--- src/rtl/neighbor_table_writer.sv ---
// Neighbor table writer: takes one received beacon and updates the neighbor
// tables in shared node memory. It searches the neighborID table for the
// sender, overwrites that entry's fields on a hit, appends a new entry on a
// miss, and drops the beacon when the table is full.
module neighbor_table_writer #(
   parameter int          MAX_NEIGHBORS = 64,
   parameter logic [15:0] NID_BASE      = 16'h0048,
   parameter logic [15:0] CID_BASE      = 16'h00C8,
   parameter logic [15:0] BATT_BASE     = 16'h0148,
   parameter logic [15:0] QV_BASE       = 16'h01C8
) (
   input  logic        clock,
   input  logic        reset,
   input  logic        start,
   input  logic [15:0] pkt_neighborID,
   input  logic [15:0] pkt_clusterID,
   input  logic [15:0] pkt_battery,
   input  logic [15:0] pkt_qvalue,
   input  logic [6:0]  neighbor_count,
   output logic [15:0] address,
   output logic        wr_en,
   output logic [15:0] mem_data_out,
   input  logic [15:0] mem_data_in,
   output logic [6:0]  new_neighbor_count,
   output logic        hit,
   output logic        dropped,
   output logic [5:0]  entry_index,
   output logic        done
);

   // A count at or above the capacity means the table is full; the search is
   // also bounded to the last legal index so an oversized count cannot run off.
   localparam logic [6:0] MAX_CNT  = 7'(MAX_NEIGHBORS);
   localparam logic [5:0] LAST_IDX = 6'(MAX_NEIGHBORS - 1);

   typedef enum logic [3:0] {
      S_IDLE,
      S_RD_ADDR,
      S_RD_WAIT,
      S_CMP,
      S_APPEND_CHK,
      S_WR_NID,
      S_WR_CID,
      S_WR_BATT,
      S_WR_QV,
      S_FINISH
   } state_t;

   state_t      state_q, state_d;

   logic [5:0]  idx_q, idx_d;
   logic [15:0] id_q, id_d;
   logic [15:0] cid_q, cid_d;
   logic [15:0] batt_q, batt_d;
   logic [15:0] qv_q, qv_d;
   logic [6:0]  count_q, count_d;

   logic        hit_q, hit_d;
   logic        dropped_q, dropped_d;
   logic [5:0]  entry_index_q, entry_index_d;
   logic [6:0]  new_count_q, new_count_d;

   logic [15:0] address_q, address_d;
   logic        wr_en_q, wr_en_d;
   logic [15:0] data_q, data_d;
   logic        done_q, done_d;

   logic        last_entry;

   // One 16-bit word per entry, so the byte offset is the index times two.
   function automatic logic [15:0] word_off(input logic [5:0] ix);
      return {9'd0, ix, 1'b0};
   endfunction

   // The current compare is the final one when it reaches the latched count or the capacity.
   always_comb begin
      last_entry = ({1'b0, idx_q} == (count_q - 7'd1)) || (idx_q == LAST_IDX);
   end

   // State register.
   always_ff @(posedge clock) begin
      if (reset) begin
         state_q <= S_IDLE;
      end else begin
         state_q <= state_d;
      end
   end

   // Next-state and datapath update: search, hit/miss decision, append/drop.
   always_comb begin
      state_d       = state_q;
      idx_d         = idx_q;
      id_d          = id_q;
      cid_d         = cid_q;
      batt_d        = batt_q;
      qv_d          = qv_q;
      count_d       = count_q;
      hit_d         = hit_q;
      dropped_d     = dropped_q;
      entry_index_d = entry_index_q;
      new_count_d   = new_count_q;
      case (state_q)
         S_IDLE: begin
            if (start) begin
               id_d      = pkt_neighborID;
               cid_d     = pkt_clusterID;
               batt_d    = pkt_battery;
               qv_d      = pkt_qvalue;
               count_d   = neighbor_count;
               hit_d     = 1'b0;
               dropped_d = 1'b0;
               idx_d     = 6'd0;
               state_d   = (neighbor_count == 7'd0) ? S_APPEND_CHK : S_RD_ADDR;
            end
         end
         S_RD_ADDR: state_d = S_RD_WAIT;
         S_RD_WAIT: state_d = S_CMP;
         S_CMP: begin
            if (mem_data_in == id_q) begin
               hit_d         = 1'b1;
               entry_index_d = idx_q;
               state_d       = S_WR_CID;
            end else if (last_entry) begin
               state_d = S_APPEND_CHK;
            end else begin
               idx_d   = idx_q + 6'd1;
               state_d = S_RD_ADDR;
            end
         end
         S_APPEND_CHK: begin
            if (count_q >= MAX_CNT) begin
               dropped_d   = 1'b1;
               new_count_d = count_q;
               state_d     = S_FINISH;
            end else begin
               entry_index_d = count_q[5:0];
               state_d       = S_WR_NID;
            end
         end
         S_WR_NID:  state_d = S_WR_CID;
         S_WR_CID:  state_d = S_WR_BATT;
         S_WR_BATT: state_d = S_WR_QV;
         S_WR_QV:   state_d = S_FINISH;
         S_FINISH: begin
            new_count_d = (hit_q || dropped_q) ? count_q : (count_q + 7'd1);
            state_d     = S_IDLE;
         end
         default: state_d = S_IDLE;
      endcase
   end

   // Memory port and done pulse, decoded from the state being entered so they are registered.
   always_comb begin
      address_d = address_q;
      wr_en_d   = 1'b0;
      data_d    = data_q;
      done_d    = 1'b0;
      case (state_d)
         S_RD_ADDR, S_RD_WAIT, S_CMP: begin
            address_d = NID_BASE + word_off(idx_d);
         end
         S_WR_NID: begin
            address_d = NID_BASE + word_off(entry_index_d);
            data_d    = id_q;
            wr_en_d   = 1'b1;
         end
         S_WR_CID: begin
            address_d = CID_BASE + word_off(entry_index_d);
            data_d    = cid_q;
            wr_en_d   = 1'b1;
         end
         S_WR_BATT: begin
            address_d = BATT_BASE + word_off(entry_index_d);
            data_d    = batt_q;
            wr_en_d   = 1'b1;
         end
         S_WR_QV: begin
            address_d = QV_BASE + word_off(entry_index_d);
            data_d    = qv_q;
            wr_en_d   = 1'b1;
         end
         S_FINISH: begin
            done_d = 1'b1;
         end
         default: begin
            wr_en_d = 1'b0;
         end
      endcase
   end

   // Datapath and output registers; reset clears everything and aborts any update.
   always_ff @(posedge clock) begin
      if (reset) begin
         idx_q         <= '0;
         id_q          <= '0;
         cid_q         <= '0;
         batt_q        <= '0;
         qv_q          <= '0;
         count_q       <= '0;
         hit_q         <= 1'b0;
         dropped_q     <= 1'b0;
         entry_index_q <= '0;
         new_count_q   <= '0;
         address_q     <= '0;
         wr_en_q       <= 1'b0;
         data_q        <= '0;
         done_q        <= 1'b0;
      end else begin
         idx_q         <= idx_d;
         id_q          <= id_d;
         cid_q         <= cid_d;
         batt_q        <= batt_d;
         qv_q          <= qv_d;
         count_q       <= count_d;
         hit_q         <= hit_d;
         dropped_q     <= dropped_d;
         entry_index_q <= entry_index_d;
         new_count_q   <= new_count_d;
         address_q     <= address_d;
         wr_en_q       <= wr_en_d;
         data_q        <= data_d;
         done_q        <= done_d;
      end
   end

   assign address            = address_q;
   assign wr_en              = wr_en_q;
   assign mem_data_out       = data_q;
   assign new_neighbor_count = new_count_q;
   assign hit                = hit_q;
   assign dropped            = dropped_q;
   assign entry_index        = entry_index_q;
   assign done               = done_q;

endmodule

--- config.mk ---
export PLATFORM = sky130hd
export DESIGN_NAME = neighbor_table_writer
export DESIGN_NICKNAME = d
export VERILOG_FILES = /design/src/rtl/neighbor_table_writer.sv
export SDC_FILE = /design/constraint.sdc
export NUM_CORES = 1
export LEC_CHECK = 0
export BUFFER_PORTS_ARGS = -buffer_cell sky130_fd_sc_hd__buf_2
export CAP_MARGIN = 20
export CORE_UTILIZATION = 42
export CTS_CLUSTER_SIZE = 24
export DETAILED_ROUTE_END_ITERATION = 10
export PLACE_DENSITY = 0.65
export SETUP_SLACK_MARGIN = 0.5
export SLEW_MARGIN = 20
export SYNTH_ARGS = -nofsm -noshare
export SYNTH_HDL_FRONTEND = slang
export SYNTH_SLANG_ARGS = --single-unit
--- constraint.sdc ---
create_clock -name clock -period 9.5 [get_ports clock]
set_input_delay 0.475 -clock clock [delete_from_list [all_inputs] [get_ports clock]]
set_output_delay 0.475 -clock clock [all_outputs]
set_load 0.05 [all_outputs]
==> impl_metrics.ini <==
[power_and_ir_drop]
p_comb_frac = 0.227
power_uw = 1690
swShare = 0.328
ir_drop_v = 0.000121
leakage_uw = 0.00287
internal-power_uw = 1140
power_density_nw_per_um2 = 241
p_seq_frac = 0.395
p_sw_uw = 554
p_clk_frac = 0.377

[grt]
antenna_found_initial = 1
gr-total-overflow = 0
grt_use_total = 0.238
grt_pass1_wl_um = 26300
grt_pass1_vias = 5154
grt_max_degree = 76

[setup_path]
end_kind = flop
slowest_delay_ns = 0.81
slowest_stage = dfxtp_1
crit_chain = nand2_1, nor3_1, a21oi_1, a221oi_1, inv_1, ha_1, a21boi_0, mux2i_1, and3_1, o22ai_1
worstPathMaxFanout = 20
reg2regPathDepth = 10
startpoint_type = flop
crit_type = reg2reg
arrival_ns = 4.22
required_ns = 9.79

[layout]
syn_to_final_growth_pct = 22.0
register_area_um2 = 2460
n_fill_cell = 1289
finalNetCount = 925
drive_above_1_share = 0.222
multi_input_comb_area_um2 = 3020

[detailed_routing]
wl_per_cell_um = 16.1
drt-total-wl_um = 16500
vias = 5540
via_per_inst = 5.43
drtAntennaViolNets = 0
drtIter0Drc = 460
first_pass_iters = 6
route.detailed.drc = 0

[die]
die_h_um = 119
die_x_um = 119
placementRows = 42
initial_core_util = 0.433
coreArea_um2 = 13300
dieArea_um2 = 14200
io_pins = 139

[run_status]
status = complete, no violations

[yosys]
syn_area_per_cell_um2 = 7.88
synth_fa_ha_area_frac = 0.0109
synthArstFlopShare = 0
synth_edf_count = 0
synth_ff_type = dfxtp_1
synthXorXnorAreaFrac = 0.0442
synthSimpleGateAreaFrac = 0.222
netlist_area_um2 = 5750
synth_top_family_by_area = simple AND/OR/NAND/NOR gates
yosys_warnings = 0
synth-compound-area-share = 0.208
yosysUniqueCellTypes = 57
postSynthCellCount = 730
yosysSeqAreaShare = 0.428
synth_mux_area_frac = 0.0337
synth-seq-cells = 123

[sta]
finalCritPeriodShare = 0.414
maxSlewHeadroom = 0.302
drv_slew = 0
max_freq_mhz = 254
finalSetupTns_ns = 0
tightest_slew_ns = 1.05
period_needed_ns = 3.93
hold_viol = 0
setup_viol = 0
grt_setup_unrepaired = no
finClkSkew_ns = 0.00777

[placement]
post-dp-hpwl_um = 11500
place_congestion = 0.911
port-buffer-count = 131

[cts]
cts-buffers-inserted = 17
clkLatencyLatePin_ns = 0.42
cts_tree = built
clock_path_buffers = 2
ctsHtreeMaxLevel = 4
cts.repair.resized = 0
cts.sinks = 123
cts_setup_buffers = 0
root_buffer = clkbuf_16
hold_buffers = 0
cts.clk_slew.worst_paths_ns = 0.05

[min_path]
hold_path_class = in2reg
min_path_cells = 3

[job]
cap_violations = 0
-- cells in the final DEF, fill, tap and decap left out, drive strengths merged, types with 8 or more instances in the layout --
| master | count |
|---|---|
| clkbuf | 26 |
| o21ai | 23 |
| xor2 | 8 |
| xnor2 | 21 |
| nand2 | 183 |
| mux2 | 11 |
| a22oi | 9 |
| nor2 | 46 |
| nor2b | 8 |
| inv | 8 |
| and2 | 8 |
| buf | 136 |
| dfxtp | 123 |
| a211oi | 10 |
| a21oi | 103 |
| a222oi | 9 |
| nand4 | 11 |
-- per-stage QoR --
stage	utilization	setup WS (ns)	hold slack (ns)	instance area, um2	cells
after global routing	0.527	5.11	0.284	7010	1019
after CTS	0.527	5.58	0.278	7010	1019
after detailed placement	0.484	5.60	0.445	6430	987
after floorplan	-	6.27	0.433	5770	736
final	0.528	5.57	0.292	7020	1020
after global placement	0.484	5.83	0.436	6430	987
-- cell families (layout without fill, tap and decap cells) --
family / after synthesis / in the layout
compound gates: 191 / 191
xor+xnor: 29 / 29
fa+ha+maj: 5 / 5
buf+inv: 69 / 176
flops: 123 / 123
mux: 18 / 18
other cells: 1 / 8
simple gates: 294 / 294
-- layer usage --
layer	wire [um]	track usage	share of wire
met1	6880	0.285	0.42
met3	1260	0.0656	0.077
met2	8010	0.404	0.49
met5	0	0	0
met4	306	0.0854	0.019
-- path summary, 6_finish.rpt --
| path | from | end | slack [ns] |
|---|---|---|---|
| max | state_q[0] | address[7] | 5.57 |
| min | pkt_battery[8] | batt_q[8] | 0.29 |
| max reg2reg | state_q[0] | address[7] | 5.57 |
| min reg2reg | batt_q[6] | batt_q[6] | 0.45 |
-- power by group through the flow --
stage / clock, uW / combinational [uW] / sequential (uW)
global placement: 0 / 377 / 675
detailed placement: 0 / 383 / 679
finish: 638 / 384 / 668
floorplan: 0 / 278 / 677
CTS: 646 / 385 / 668
global route: 672 / 426 / 680
-- cell usage after synthesis, types with 3 or more instances --
library cell	count	share of area
a22oi_1	9	0.012
mux2i_1	7	0.012
clkbuf_1	41	0.027
and2_1	8	0.0087
or3_1	6	0.0065
ha_1	5	0.011
buf_2	5	0.0043
and3_1	4	0.0043
nor4_1	3	0.0033
xnor2_1	21	0.032
xor2_1	8	0.012
nor2_1	46	0.030
dfxtp_1	123	0.43
a211oi_1	7	0.0091
nor3_1	7	0.0061
a211o_1	3	0.0046
nor2b_1	8	0.0087
nand2_1	183	0.12
buf_1	6	0.0039
inv_1	8	0.0052
a31oi_1	7	0.0076
nand4_1	11	0.012
nand3_1	7	0.0061
a21oi_1	103	0.090
a311oi_1	5	0.0076
o21ai_0	21	0.018
mux2_2	11	0.022
a222oi_1	9	0.016
buf_4	8	0.010
-- flip-flops by register name, summed over array words and instances, names as in the netlist --
name	cells
batt_q	16
cid_q	16
id_q	16
mem_data_out	16
qv_q	16
address	9
count_q	7
new_neighbor_count	7
entry_index	6
idx_q	6
state_q	4
done	1
dropped	1
hit	1
wr_en	1
-- critical path, delay by kind of cell (launching register included) --
kind / cells / cell delay (ns)
adder cells (fa/ha/maj): 1 / 0.26
multiplexers: 1 / 0.23
AND/OR/NAND/NOR: 3 / 1.08
flip-flops: 1 / 0.81
AO/OA/AOI/OAI: 4 / 1.27
buffers and inverters: 1 / 0.16
-- area by class of cell --
type | count | area share
Sequential cell | 123 | 0.351
Timing Repair Buffer | 136 | 0.0992
Inverter | 8 | 0.00428
Clock buffer | 26 | 0.0712
Antenna cell | 1 | 0.000357
Clock inverter | 6 | 0.0121
Multi-Input combinational cell | 544 | 0.431
Tap cell | 176 | 0.0314
(Power assumes the default switching activity.)
